## src/rtl/jk_bank_sequencer_if.sv

```systemverilog
`default_nettype none
// ============================================================================
// Module      : jk_bank_sequencer_if
// Description : Bundle of the host command handshake (cmd_valid/cmd_ready,
//               cmd_op, cmd_data), the JK bank drive/feedback (J, K, Q_fb)
//               and the status flags (busy, done, tc).
//               slave  : controller side (jk_bank_sequencer)
//               master : host / bank side
// Revision    : 1.0 - initial release
// ============================================================================
interface jk_bank_sequencer_if #(
    parameter int WIDTH  = 4,
    parameter int STEP_W = 8
);
    logic              cmd_valid;
    logic              cmd_ready;
    logic [1:0]        cmd_op;
    logic [STEP_W-1:0] cmd_data;
    logic [WIDTH-1:0]  Q_fb;
    logic [WIDTH-1:0]  J;
    logic [WIDTH-1:0]  K;
    logic              busy;
    logic              done;
    logic              tc;

    modport slave (
        input  cmd_valid, cmd_op, cmd_data, Q_fb,
        output cmd_ready, J, K, busy, done, tc
    );

    modport master (
        output cmd_valid, cmd_op, cmd_data, Q_fb,
        input  cmd_ready, J, K, busy, done, tc
    );
endinterface
`default_nettype wire

```

## src/rtl/jk_bank_sequencer.sv

```systemverilog
`default_nettype none
// ============================================================================
// Module      : jk_bank_sequencer
// Description : Command-driven controller for an external bank of WIDTH JK
//               flip-flops. Drives per-bit J/K to load, clear or count the
//               bank up/down N steps, using the bank's Q as feedback.
// Ports       : CLK   - clock shared with the JK bank
//               RST_n - asynchronous active-low reset
//               bus   - command handshake, J/K drive, Q_fb, busy/done/tc
// Revision    : 1.0 - initial release
// ============================================================================
module jk_bank_sequencer #(
    parameter int WIDTH  = 4,
    parameter int STEP_W = 8
) (
    input  wire logic             CLK,
    input  wire logic             RST_n,
    jk_bank_sequencer_if.slave    bus
);

    localparam logic [1:0] c_OP_LOAD  = 2'b00;
    localparam logic [1:0] c_OP_UP    = 2'b01;
    localparam logic [1:0] c_OP_DOWN  = 2'b10;
    localparam logic [1:0] c_OP_CLEAR = 2'b11;

    localparam logic [1:0] c_ST_IDLE = 2'd0;
    localparam logic [1:0] c_ST_RUN  = 2'd1;
    localparam logic [1:0] c_ST_DONE = 2'd2;

    logic [1:0]        r_state;
    logic [1:0]        w_state_nxt;
    logic [STEP_W-1:0] r_cnt;
    logic [1:0]        r_op;
    logic [WIDTH-1:0]  r_data;
    logic              w_accept;
    logic [WIDTH-1:0]  w_t_up;
    logic [WIDTH-1:0]  w_t_dn;

    // cmd_ready is high exactly in IDLE, so accept reduces to valid in IDLE.
    assign w_accept = bus.cmd_valid && (r_state == c_ST_IDLE);

    // Toggle masks for a binary count: bit i flips when all lower bits are
    // ones (up) or all zeros (down). Built as a ripple chain of ANDs.
    always_comb begin
        w_t_up    = '0;
        w_t_dn    = '0;
        w_t_up[0] = 1'b1;
        w_t_dn[0] = 1'b1;
        for (int i = 1; i < WIDTH; i++) begin
            w_t_up[i] = w_t_up[i-1] &  bus.Q_fb[i-1];
            w_t_dn[i] = w_t_dn[i-1] & ~bus.Q_fb[i-1];
        end
    end

    // State register
    always_ff @(posedge CLK or negedge RST_n) begin
        if (!RST_n) begin
            r_state <= c_ST_IDLE;
        end else begin
            r_state <= w_state_nxt;
        end
    end

    // Next-state logic
    always_comb begin
        w_state_nxt = r_state;
        case (r_state)
            c_ST_IDLE: begin
                if (w_accept) begin
                    // A zero-step count has nothing to apply to the bank.
                    if (((bus.cmd_op == c_OP_UP) || (bus.cmd_op == c_OP_DOWN)) &&
                        (bus.cmd_data == '0)) begin
                        w_state_nxt = c_ST_DONE;
                    end else begin
                        w_state_nxt = c_ST_RUN;
                    end
                end
            end
            c_ST_RUN: begin
                if ((r_op == c_OP_LOAD) || (r_op == c_OP_CLEAR)) begin
                    w_state_nxt = c_ST_DONE;
                end else if (r_cnt == STEP_W'(1)) begin
                    w_state_nxt = c_ST_DONE;
                end
            end
            c_ST_DONE: w_state_nxt = c_ST_IDLE;
            default:   w_state_nxt = c_ST_IDLE;
        endcase
    end

    // Command latch and remaining-step counter
    always_ff @(posedge CLK or negedge RST_n) begin
        if (!RST_n) begin
            r_cnt  <= '0;
            r_op   <= c_OP_LOAD;
            r_data <= '0;
        end else if (w_accept) begin
            r_cnt  <= bus.cmd_data;
            r_op   <= bus.cmd_op;
            r_data <= bus.cmd_data[WIDTH-1:0];
        end else if ((r_state == c_ST_RUN) && (r_cnt != '0)) begin
            r_cnt  <= r_cnt - STEP_W'(1);
        end
    end

    // Output logic: J/K/tc depend on registered state and live Q_fb
    always_comb begin
        bus.cmd_ready = 1'b0;
        bus.busy      = 1'b0;
        bus.done      = 1'b0;
        bus.tc        = 1'b0;
        bus.J         = '0;
        bus.K         = '0;
        case (r_state)
            c_ST_IDLE: bus.cmd_ready = 1'b1;
            c_ST_RUN: begin
                bus.busy = 1'b1;
                case (r_op)
                    c_OP_LOAD: begin
                        bus.J = r_data;
                        bus.K = ~r_data;
                    end
                    c_OP_UP: begin
                        bus.J  = w_t_up;
                        bus.K  = w_t_up;
                        bus.tc = &bus.Q_fb;
                    end
                    c_OP_DOWN: begin
                        bus.J  = w_t_dn;
                        bus.K  = w_t_dn;
                        bus.tc = ~|bus.Q_fb;
                    end
                    default: begin
                        bus.K = '1;
                    end
                endcase
            end
            c_ST_DONE: bus.done = 1'b1;
            default: ;
        endcase
    end

endmodule
`default_nettype wire

```

## src/flat_wrapper.sv

```systemverilog
// flat-port wrapper written by rule: the top's interface ports become plain ports
module jk_bank_sequencer_flat 
#(
    parameter int WIDTH  = 4,
    parameter int STEP_W = 8
)
  (CLK, RST_n, bus_cmd_valid, bus_cmd_op, bus_cmd_data, bus_Q_fb, bus_cmd_ready, bus_J, bus_K, bus_busy, bus_done, bus_tc);
  jk_bank_sequencer_if #(.WIDTH(WIDTH), .STEP_W(STEP_W)) bus_i ();
  input  wire logic CLK;
  input  wire logic RST_n;
  input wire logic [$bits(bus_i.cmd_valid)-1:0] bus_cmd_valid;
  input wire logic [$bits(bus_i.cmd_op)-1:0] bus_cmd_op;
  input wire logic [$bits(bus_i.cmd_data)-1:0] bus_cmd_data;
  input wire logic [$bits(bus_i.Q_fb)-1:0] bus_Q_fb;
  output wire logic [$bits(bus_i.cmd_ready)-1:0] bus_cmd_ready;
  output wire logic [$bits(bus_i.J)-1:0] bus_J;
  output wire logic [$bits(bus_i.K)-1:0] bus_K;
  output wire logic [$bits(bus_i.busy)-1:0] bus_busy;
  output wire logic [$bits(bus_i.done)-1:0] bus_done;
  output wire logic [$bits(bus_i.tc)-1:0] bus_tc;
  assign bus_i.cmd_valid = bus_cmd_valid;
  assign bus_i.cmd_op = bus_cmd_op;
  assign bus_i.cmd_data = bus_cmd_data;
  assign bus_i.Q_fb = bus_Q_fb;
  assign bus_cmd_ready = bus_i.cmd_ready;
  assign bus_J = bus_i.J;
  assign bus_K = bus_i.K;
  assign bus_busy = bus_i.busy;
  assign bus_done = bus_i.done;
  assign bus_tc = bus_i.tc;
  jk_bank_sequencer #(.WIDTH(WIDTH), .STEP_W(STEP_W)) u_core (.CLK(CLK), .RST_n(RST_n), .bus(bus_i));
endmodule
```

## config.mk

```make
export PLATFORM = sky130hd
export DESIGN_NAME = jk_bank_sequencer_flat
export DESIGN_NICKNAME = d
export VERILOG_FILES = /design/src/rtl/jk_bank_sequencer_if.sv /design/src/rtl/jk_bank_sequencer.sv /design/src/flat_wrapper.sv
export SDC_FILE = /design/constraint.sdc
export NUM_CORES = 1
export LEC_CHECK = 0
export ABC_AREA = 1
export CELL_PAD_IN_SITES_DETAIL_PLACEMENT = 2
export CELL_PAD_IN_SITES_GLOBAL_PLACEMENT = 2
export CORE_ASPECT_RATIO = 2
export CORE_MARGIN = 2
export CORE_UTILIZATION = 28
export CTS_CLUSTER_DIAMETER = 80
export DETAILED_ROUTE_END_ITERATION = 10
export PLACE_DENSITY = 0.9
export SLEW_MARGIN = 20
export SYNTH_ARGS = -nofsm -noshare
export SYNTH_HDL_FRONTEND = slang
export SYNTH_SLANG_ARGS = --single-unit
```

## constraint.sdc

```tcl
create_clock -name CLK -period 3.8 [get_ports CLK]
set_input_delay 0.57 -clock CLK [delete_from_list [all_inputs] [get_ports CLK]]
set_output_delay 0.57 -clock CLK [all_outputs]
set_load 0.01 [all_outputs]
```

* Word level (Yosys, flattened, before mapping) *
Index checks and enable logic that the tools add are counted.

storage, ports and cells
  register bits = 16
  input port bits = 17
  output and inout bits = 12
  word-level logic and storage cells = 53

operators by class
  add/subtract/negate cells = 1
  eq/ne operators = 10
  multiplexer cells = 16
  bitwise gates (word level) = 8
  reductions and logical operators = 14

operator list
  operator                                                number
  one-hot mux 4 bit (3 select lines)                      2
  two-way mux 8 bit                                       2
  == test 2 bit (second input constant)                   4
  == test 8 x 1 -> 1 bit (second input constant)          1
  logical NOT 8 bit                                       1
  two-way mux 2 bit                                       4
  two-way mux 4 bit                                       2
  nonzero test 8 bit                                      1
  subtractor 8 x 1 -> 8 bit (second input constant)       1
  == test 2 x 1 -> 1 bit (second input constant)          3
  bitwise AND 1 bit                                       4
  logical NOT 2 bit                                       2
  two-way mux 1 bit                                       4
  NOT 4 bit                                               1
  one-hot mux 2 bit (2 select lines)                      1
  AND reduction 4 bit                                     1
  OR reduction 4 bit                                      1
  logical AND 1 bit                                       3
  inequality test 3 x 1 -> 1 bit (second input constant)  1
  NOT 1 bit                                               3
  logical OR 1 bit                                        2
  inequality test 2 x 1 -> 1 bit (second input constant)  1
  one-hot mux 1 bit (2 select lines)                      1
  AND reduction 2 bit                                     1
  2 further kinds                                         2

* Logic depth before layout (Yosys ltp) *
Gate-level depths: netlist (run 1).

  word-level depth = 6
  depth in mapped cells = 10
  depth with buffers taken out = 10

* Worst setup path before layout (run 1) *
No wires, ideal clock.

  kind = flip-flop to output port
  start point = reg u_core.r_op[0]
  end point = out bus_tc
  data arrival time = 1.132 ns
  required time = 3.230 ns
  setup slack = 2.098 ns
  stages on the path, launching flop included = 7
  buffers on the path = 0
  path through = dfrtp_1 inv_1 ha_1 inv_1 nor2_1 nand2_1 a21oi_1

between the ends
  cells in the longest elaborated chain, start to end = 3
  elaborated cells on any way between the ends = 4
  those cells by class = eq/ne: 2; mux: 2

RTL lines
  element                                                  RTL line                  RTL
  from (decl)                                              jk_bank_sequencer.sv:33   logic [1:0] r_op;
  from (signal assigned)                                   jk_bank_sequencer.sv:95   r_op <= c_OP_LOAD;
  from (signal assigned)                                   jk_bank_sequencer.sv:99   r_op <= bus.cmd_op;
  == test 2 bit or == test 2 x 1 -> 1 bit (tied branches)  jk_bank_sequencer.sv:118  case (r_op)
  one-hot mux 1 bit (2 select lines) *                     jk_bank_sequencer.sv:118
  two-way mux 1 bit *                                      jk_bank_sequencer.sv:114  case (r_state)
  to (decl)                                                flat_wrapper.sv:20        output wire logic [$bits(bus_i.tc)-1:0] bus_tc;

Every way passes the cells marked *; elsewhere a longest branch is shown, timed or not.

* Worst setup path in the final report (run 1) *
  start point = in bus_Q_fb[0]
  end point = out bus_K[2]

between the ends
  cells in the longest elaborated chain, start to end = 4
  elaborated cells on any way between the ends = 5
  those cells by class = mux: 2; bitwise: 3

RTL lines
  element                               RTL line                  RTL
  from (decl)                           flat_wrapper.sv:14        input wire logic [$bits(bus_i.Q_fb)-1:0] bus_Q_fb;
  NOT 1 bit                             jk_bank_sequencer.sv:51   w_t_dn[i] = w_t_dn[i-1] & ~bus.Q_fb[i-1];
  bitwise AND 1 bit                     jk_bank_sequencer.sv:51
  one-hot mux 4 bit (3 select lines) *  jk_bank_sequencer.sv:118
  two-way mux 4 bit *                   jk_bank_sequencer.sv:114
  to (decl)                             flat_wrapper.sv:17        output wire logic [$bits(bus_i.K)-1:0] bus_K;

Marks and branches as above.

==> results.py, run 1 <==
metrics = {
    "outcome": {
        "status": "finished, final reports clean",
    },
    "synthesis": {
        "synthTopCellsByArea": "dfrtp_1, nand2_1, inv_1, ha_1, o21ai_0",
        "ys_top_cells_by_count": "nand2_1, inv_1, dfrtp_1, nor2_1, o21ai_0",
        "synth_cell_type_count": 23,
        "synth_edf_count": 0,
        "postSynthAreaPerCell_um2": 6.67,
        "synth_ff_type": "dfrtp_1",
        "synth-warning-count": 0,
        "synth_top_area_cell": "dfrtp_1",
        "synthMostInstantiatedCell": "nand2_1",
        "synth-seq-area-share_pct": 32.3,
        "ys_seq_elements": 16,
        "syn_area_um2": 1240,
        "synth_cells": 186,
        "async_reset_ff_share_pct": 100,
        "synth_top_area_share_pct": 32.3,
        "syn_nets": 210,
    },
    "worst_setup_path": {
        "reg2reg_depth": 7,
        "critical_path_required_ns": 3.23,
        "reg2reg_from": "u_core.r_cnt[0]$_DFFE_PN0P_",
        "path_max_fanout": 3,
        "crit_type": "in2out",
        "r2r_slack_ns": 2.22,
        "r2r-end": "u_core.r_cnt[3]$_DFFE_PN0P_",
        "arrival_ns": 2.14,
        "cp-start-kind": "input port",
        "worst_setup_path_end_kind": "primary output",
    },
    "timing": {
        "timing.hold.ws_ns": 0.546,
        "slew_violations": 0,
        "worst_pin_slew_ns": 0.819,
        "min_period_ns": 2.71,
        "rsz0062_at_grt": "false",
        "max_freq_mhz": 369,
        "skew_ns": 0.00632,
        "final.setup.worst_slack_ns": 1.09,
        "setup_violations": 0,
        "relSlewSlack_pct": 45.3,
        "fin_setup_tns_ns": 0,
        "finalCritPeriodShare_pct": 71.3,
        "finalHoldViolCount": 0,
    },
    "power": {
        "p_switching_mw": 0.668,
        "p_int_mw": 0.678,
        "combPwrFrac_pct": 62.7,
        "power_frac_clock_pct": 11.6,
        "p_per_area_nw_per_um2": 827,
        "finalPower_mw": 1.35,
        "worst_ir_drop_vdd_v": 0.000295,
        "p_leak_nw": 0.817,
        "swShare_pct": 49.6,
        "p_seq_share_pct": 25.7,
    },
    "floorplan": {
        "start_util_pct": 28.9,
        "die_x_um": 51.1,
        "core_area_um2": 4300,
        "rows": 34,
        "die_y_um": 98.2,
        "io_pins": 29,
        "dieArea_um2": 5010,
    },
    "detailed_routing": {
        "routedWlPerCell_um": 15.9,
        "drc": 0,
        "via_count": 1307,
        "dr.pass1.iters": 4,
        "ant_nets": 0,
        "first_iter_violations": 5,
        "via_per_inst": 4.84,
        "wl_um": 4290,
    },
    "finish": {
        "register_area_um2": 400,
        "fill_cells": 535,
        "drive_gt1_share_pct": 6.94,
        "nNetsFinal": 241,
        "multi_input_comb_area_um2": 698,
        "num_antenna_cells": 0,
        "final_cells": 270,
        "synthToLayoutAreaGrowth_pct": 31.1,
    },
    "global_routing": {
        "grt-ovfl-total": 0,
        "grt_first_pass_wirelength_um": 7140,
        "antenna_found_initial": 0,
        "grt_max_degree": 17,
        "track_usage_pct": 19.3,
        "grt_pass1_vias": 1448,
    },
    "cts": {
        "tritoncts": "built",
        "clock_latency_ns": 0.25,
        "cts.clk_slew.worst_paths_ns": 0.06,
        "post_cts_resized": 0,
        "cts_buffer_depth": 2,
        "cts_setup_buffers": 0,
        "clock-sinks": 16,
        "h-tree-depth": 1,
        "numCtsBuffers": 3,
        "postCtsHoldBufs": 0,
        "cts-root-buf": "clkbuf_8",
    },
    "hold_path": {
        "hp-class": "reg2reg",
        "whs_endpoint": "u_core.r_cnt[0]$_DFFE_PN0P_",
        "hold_path_depth": 2,
        "hp-start": "u_core.r_cnt[0]$_DFFE_PN0P_",
    },
    "placement": {
        "io_buffers": 28,
        "preCtsSetupSlack_ns": 1.08,
        "dp_hpwl_um": 3510,
        "gp_congestion": 0.814,
        "dp.cells": 266,
    },
    "run": {
        "max_cap_violations": 0,
    },
}
## worst max-delay path: stages
cell	delay (ns)
clkdlybuf4s50_1	0.51
nand2_1	0.06
inv_1	0.10
nand2_1	0.06
nand2_1	0.06
inv_1	0.05
a21oi_1	0.16
clkdlybuf4s50_1	0.57
## routing by layer
layer  track usage [%]  vias to the layer above  wire length [um]
met5                 0                        -                 0
met4              6.24                        0                47
met3              1.38                        2                69
met2              40.6                       22              2690
met1              17.8                      642              1480
li1                  -                      641                 -
## kinds of logic (layout without fill, tap and decap cells)
kind of cell             count (synthesis)  count (layout)  share of synthesized area [%]
AND/OR/NAND/NOR                         99              99                           36.3
buffers and inverters                   35              65                           11.5
AO/OA/AOI/OAI                           28              28                           12.2
flip-flops                              16              16                           32.3
adder cells (fa/ha/maj)                  7               7                           7.06
XOR/XNOR                                 1               1                          0.706
## how the worst max path moves through the flow
| stage | startpoint | endpoint | slack [ns] | cells after the start |
|---|---|---|---|---|
| floorplan | u_core.r_op[0]$_DFFE_PN0P_ | bus_tc | 2.10 | 6 |
| global placement | bus_Q_fb[1] | bus_J[3] | 1.13 | 7 |
| detailed placement | bus_Q_fb[0] | bus_J[2] | 1.08 | 10 |
| CTS | bus_Q_fb[0] | bus_K[2] | 1.08 | 8 |
| global route | bus_Q_fb[0] | bus_tc | 0.94 | 8 |
| finish | bus_Q_fb[0] | bus_K[2] | 1.09 | 8 |
## area by class of cell
| cell class | instances | share of cell area, % |
|---|---|---|
| timing repair buffer | 28 | 17.2 |
| sequential | 16 | 24.6 |
| inverter | 33 | 7.76 |
| multi-input combinational | 135 | 42.9 |
| clock buffer | 4 | 3.38 |
| tap | 54 | 4.15 |
## registers in the layout, indices dropped and copies added (netlist names)
signal and count:
u_core.r_cnt 8, u_core.r_op 2, u_core.r_state 2, u_core.r_data 4
## stage by stage
stage	cell area, um^2	utilization [%]
floorplan	1240	-
global placement	1570	36.6
detailed placement	1570	36.6
CTS	1630	37.9
global route	1630	37.9
finish	1630	37.9
## power groups by stage
stage / Combinational (mW) / Clock, mW / Sequential, mW
floorplan: 0.551 / 0 / 0.323
global placement: 0.811 / 0 / 0.341
detailed placement: 0.851 / 0 / 0.347
CTS: 0.863 / 0.161 / 0.347
global route: 0.959 / 0.167 / 0.358
finish: 0.844 / 0.156 / 0.346
## placed cells by master, fill, tap and decap left out, types with 2 or more instances in the layout
master | netlist | routed
ha_1 | 7 | 7
clkbuf_8 | 0 | 4
nand2_2 | 2 | 2
o21ai_0 | 14 | 14
nor3_1 | 2 | 2
clkdlybuf4s50_1 | 0 | 28
nor2_4 | 5 | 5
nand4_1 | 2 | 2
nor2_1 | 16 | 16
nand3_1 | 12 | 12
inv_1 | 31 | 31
dfrtp_1 | 16 | 16
nand3b_1 | 3 | 3
a21oi_1 | 10 | 10
nand2_1 | 56 | 56
Power figures use the tool's default switching activity.
==> inputs of run 2 (changes only) <==
--- a/config.mk
+++ b/config.mk
@@ -10,10 +10,10 @@
 export CELL_PAD_IN_SITES_GLOBAL_PLACEMENT = 2
 export CORE_ASPECT_RATIO = 2
 export CORE_MARGIN = 2
-export CORE_UTILIZATION = 28
+export CORE_UTILIZATION = 26
 export CTS_CLUSTER_DIAMETER = 80
 export DETAILED_ROUTE_END_ITERATION = 10
-export PLACE_DENSITY = 0.9
+export PLACE_DENSITY = 0.85
 export SLEW_MARGIN = 20
 export SYNTH_ARGS = -nofsm -noshare
 export SYNTH_HDL_FRONTEND = slang
==> constraint.sdc (replaced) <==
create_clock -name CLK -period 2.8 [get_ports CLK]
set_input_delay 0.42 -clock CLK [delete_from_list [all_inputs] [get_ports CLK]]
set_output_delay 0.42 -clock CLK [all_outputs]
set_load 0.01 [all_outputs]
==> results.py, run 2 (synthesis gave the netlist of run 1 again) <==
metrics = {
    "timing": {
        "worst_pin_slew_ns": 0.816,
        "finalCritPeriodShare_pct": 87.1,
        "skew_ns": 0.00517,
        "max_freq_mhz": 410,
        "min_period_ns": 2.44,
        "relSlewSlack_pct": 45.4,
        "setup_violations": 0,
        "rsz0062_at_grt": "false",
        "slew_violations": 0,
        "final.setup.worst_slack_ns": 0.363,
        "finalHoldViolCount": 0,
        "fin_setup_tns_ns": 0,
    },
    "floorplan": {
        "die_x_um": 52.9,
        "io_pins": 29,
        "core_area_um2": 4600,
        "dieArea_um2": 5380,
        "rows": 35,
        "die_y_um": 102,
        "start_util_pct": 27.0,
    },
    "worst_setup_path": {
        "arrival_ns": 2.02,
        "worst_setup_path_end_kind": "primary output",
        "cp-start-kind": "input port",
        "critical_path_required_ns": 2.38,
        "crit_type": "in2out",
        "path_max_fanout": 3,
    },
    "global_routing": {
        "grt_first_pass_wirelength_um": 6550,
        "grt-ovfl-total": 0,
        "grt_max_degree": 17,
        "antenna_found_initial": 0,
        "grt_pass1_vias": 1367,
        "track_usage_pct": 16.5,
    },
    "cts": {
        "cts.clk_slew.worst_paths_ns": 0.06,
        "cts_setup_buffers": 0,
        "clock-sinks": 16,
        "tritoncts": "built",
        "cts_buffer_depth": 2,
        "cts-root-buf": "clkbuf_8",
        "h-tree-depth": 1,
        "post_cts_resized": 0,
        "clock_latency_ns": 0.25,
        "postCtsHoldBufs": 0,
        "numCtsBuffers": 3,
    },
    "detailed_routing": {
        "via_count": 1296,
        "routedWlPerCell_um": 14.2,
        "dr.pass1.iters": 4,
        "first_iter_violations": 10,
        "wl_um": 3850,
        "via_per_inst": 4.80,
        "drc": 0,
        "ant_nets": 0,
    },
    "power": {
        "worst_ir_drop_vdd_v": 0.000392,
        "p_seq_share_pct": 26.6,
        "swShare_pct": 49.2,
        "p_int_mw": 0.890,
        "power_frac_clock_pct": 10.1,
        "p_per_area_nw_per_um2": 1080,
        "p_leak_nw": 0.810,
        "p_switching_mw": 0.861,
        "combPwrFrac_pct": 63.3,
    },
    "placement": {
        "dp_hpwl_um": 3210,
        "preCtsSetupSlack_ns": 0.354,
        "gp_congestion": 0.786,
        "io_buffers": 28,
        "place_area_um2": 1570,
    },
    "outcome": {
        "status": "finished, final reports clean",
    },
    "finish": {
        "nNetsFinal": 241,
        "fill_cells": 581,
        "top_register": "u_core.r_cnt",
        "mostFrequentLayoutCell": "nand2_1",
        "largest_register_ffs": 8,
        "largestRegisters": "u_core.r_cnt (8), u_core.r_data (4)",
        "final_cell_mix": "nand2_1, inv_1, clkdlybuf4s50_1, nor2_1, dfrtp_1",
        "drive_gt1_share_pct": 6.51,
        "synthToLayoutAreaGrowth_pct": 30.1,
        "stdcell_area_um2": 1620,
        "num_antenna_cells": 0,
    },
    "run": {
        "max_cap_violations": 0,
    },
    "hold_path": {
        "hp-class": "reg2reg",
    },
}
[run 2: cell types whose count changed in the layout (fill, tap and decap cells not counted)]
cell	change
clkbuf_8	-1
[run 2: layout make-up]
cell class,instances,area [um^2],area share (%)
multi-input combinational,135,698,43.2
sequential,16,400,24.8
timing repair buffer,28,280,17.4
inverter,33,126,7.82
tap,55,68.8,4.26
clock buffer,3,41.3,2.56
[run 2: final timing paths]
kind	startpoint	to	slack (ns)	cells past startpoint
max	bus_Q_fb[0]	bus_tc	0.36	8
max reg2reg	u_core.r_cnt[0]$_DFFE_PN0P_	u_core.r_cnt[1]$_DFFE_PN0P_	1.23	7
min reg2reg	u_core.r_cnt[1]$_DFFE_PN0P_	u_core.r_cnt[1]$_DFFE_PN0P_	0.54	2
min	u_core.r_cnt[1]$_DFFE_PN0P_	u_core.r_cnt[1]$_DFFE_PN0P_	0.54	2
min in group asynchronous	RST_n	u_core.r_cnt[3]$_DFFE_PN0P_	0.64	1
max in group asynchronous	RST_n	u_core.r_cnt[1]$_DFFE_PN0P_	1.65	1
[run 2: power groups by stage]
stage                     Clock (mW)  Combinational, mW  Sequential (mW)
after floorplan                    0              0.747            0.438
after global placement             0               1.09            0.461
after detailed placement           0               1.13            0.467
after CTS                      0.183               1.13            0.464
after global routing           0.191               1.28            0.482
final                          0.178               1.11            0.465
[run 2: metrics by stage]
| step | hold slack [ns] | power, mW | utilization, % | std cells |
|---|---|---|---|---|
| CTS | 0.533 | 1.78 | 35.1 | 270 |
| detailed placement | 0.515 | 1.59 | 34.2 | 267 |
| global route | 0.558 | 1.95 | 35.1 | 270 |
| finish | 0.537 | 1.75 | 35.1 | 270 |
| floorplan | 0.124 | 1.19 | - | 186 |
| global placement | 0.488 | 1.55 | 34.2 | 267 |
[run 2: worst max-delay path, stage by stage]
cell	delay [ns]
clkdlybuf4s50_1	0.50
nand2_1	0.06
inv_1	0.08
nand3_1	0.14
nand2_1	0.11
nand2_1	0.06
a21oi_1	0.11
clkdlybuf4s50_1	0.55
[run 2: metal layers]
layer | global-route usage [%] | part of all wire (%) | routed length, um | vias to the layer above
met2 | 33.4 | 59 | 2290 | 20
li1 | - | - | - | 639
met1 | 16.8 | 37 | 1430 | 633
met5 | 0 | 0 | 0 | -
met3 | 1.47 | 2.1 | 82 | 4
met4 | 4.73 | 1.1 | 44 | 0
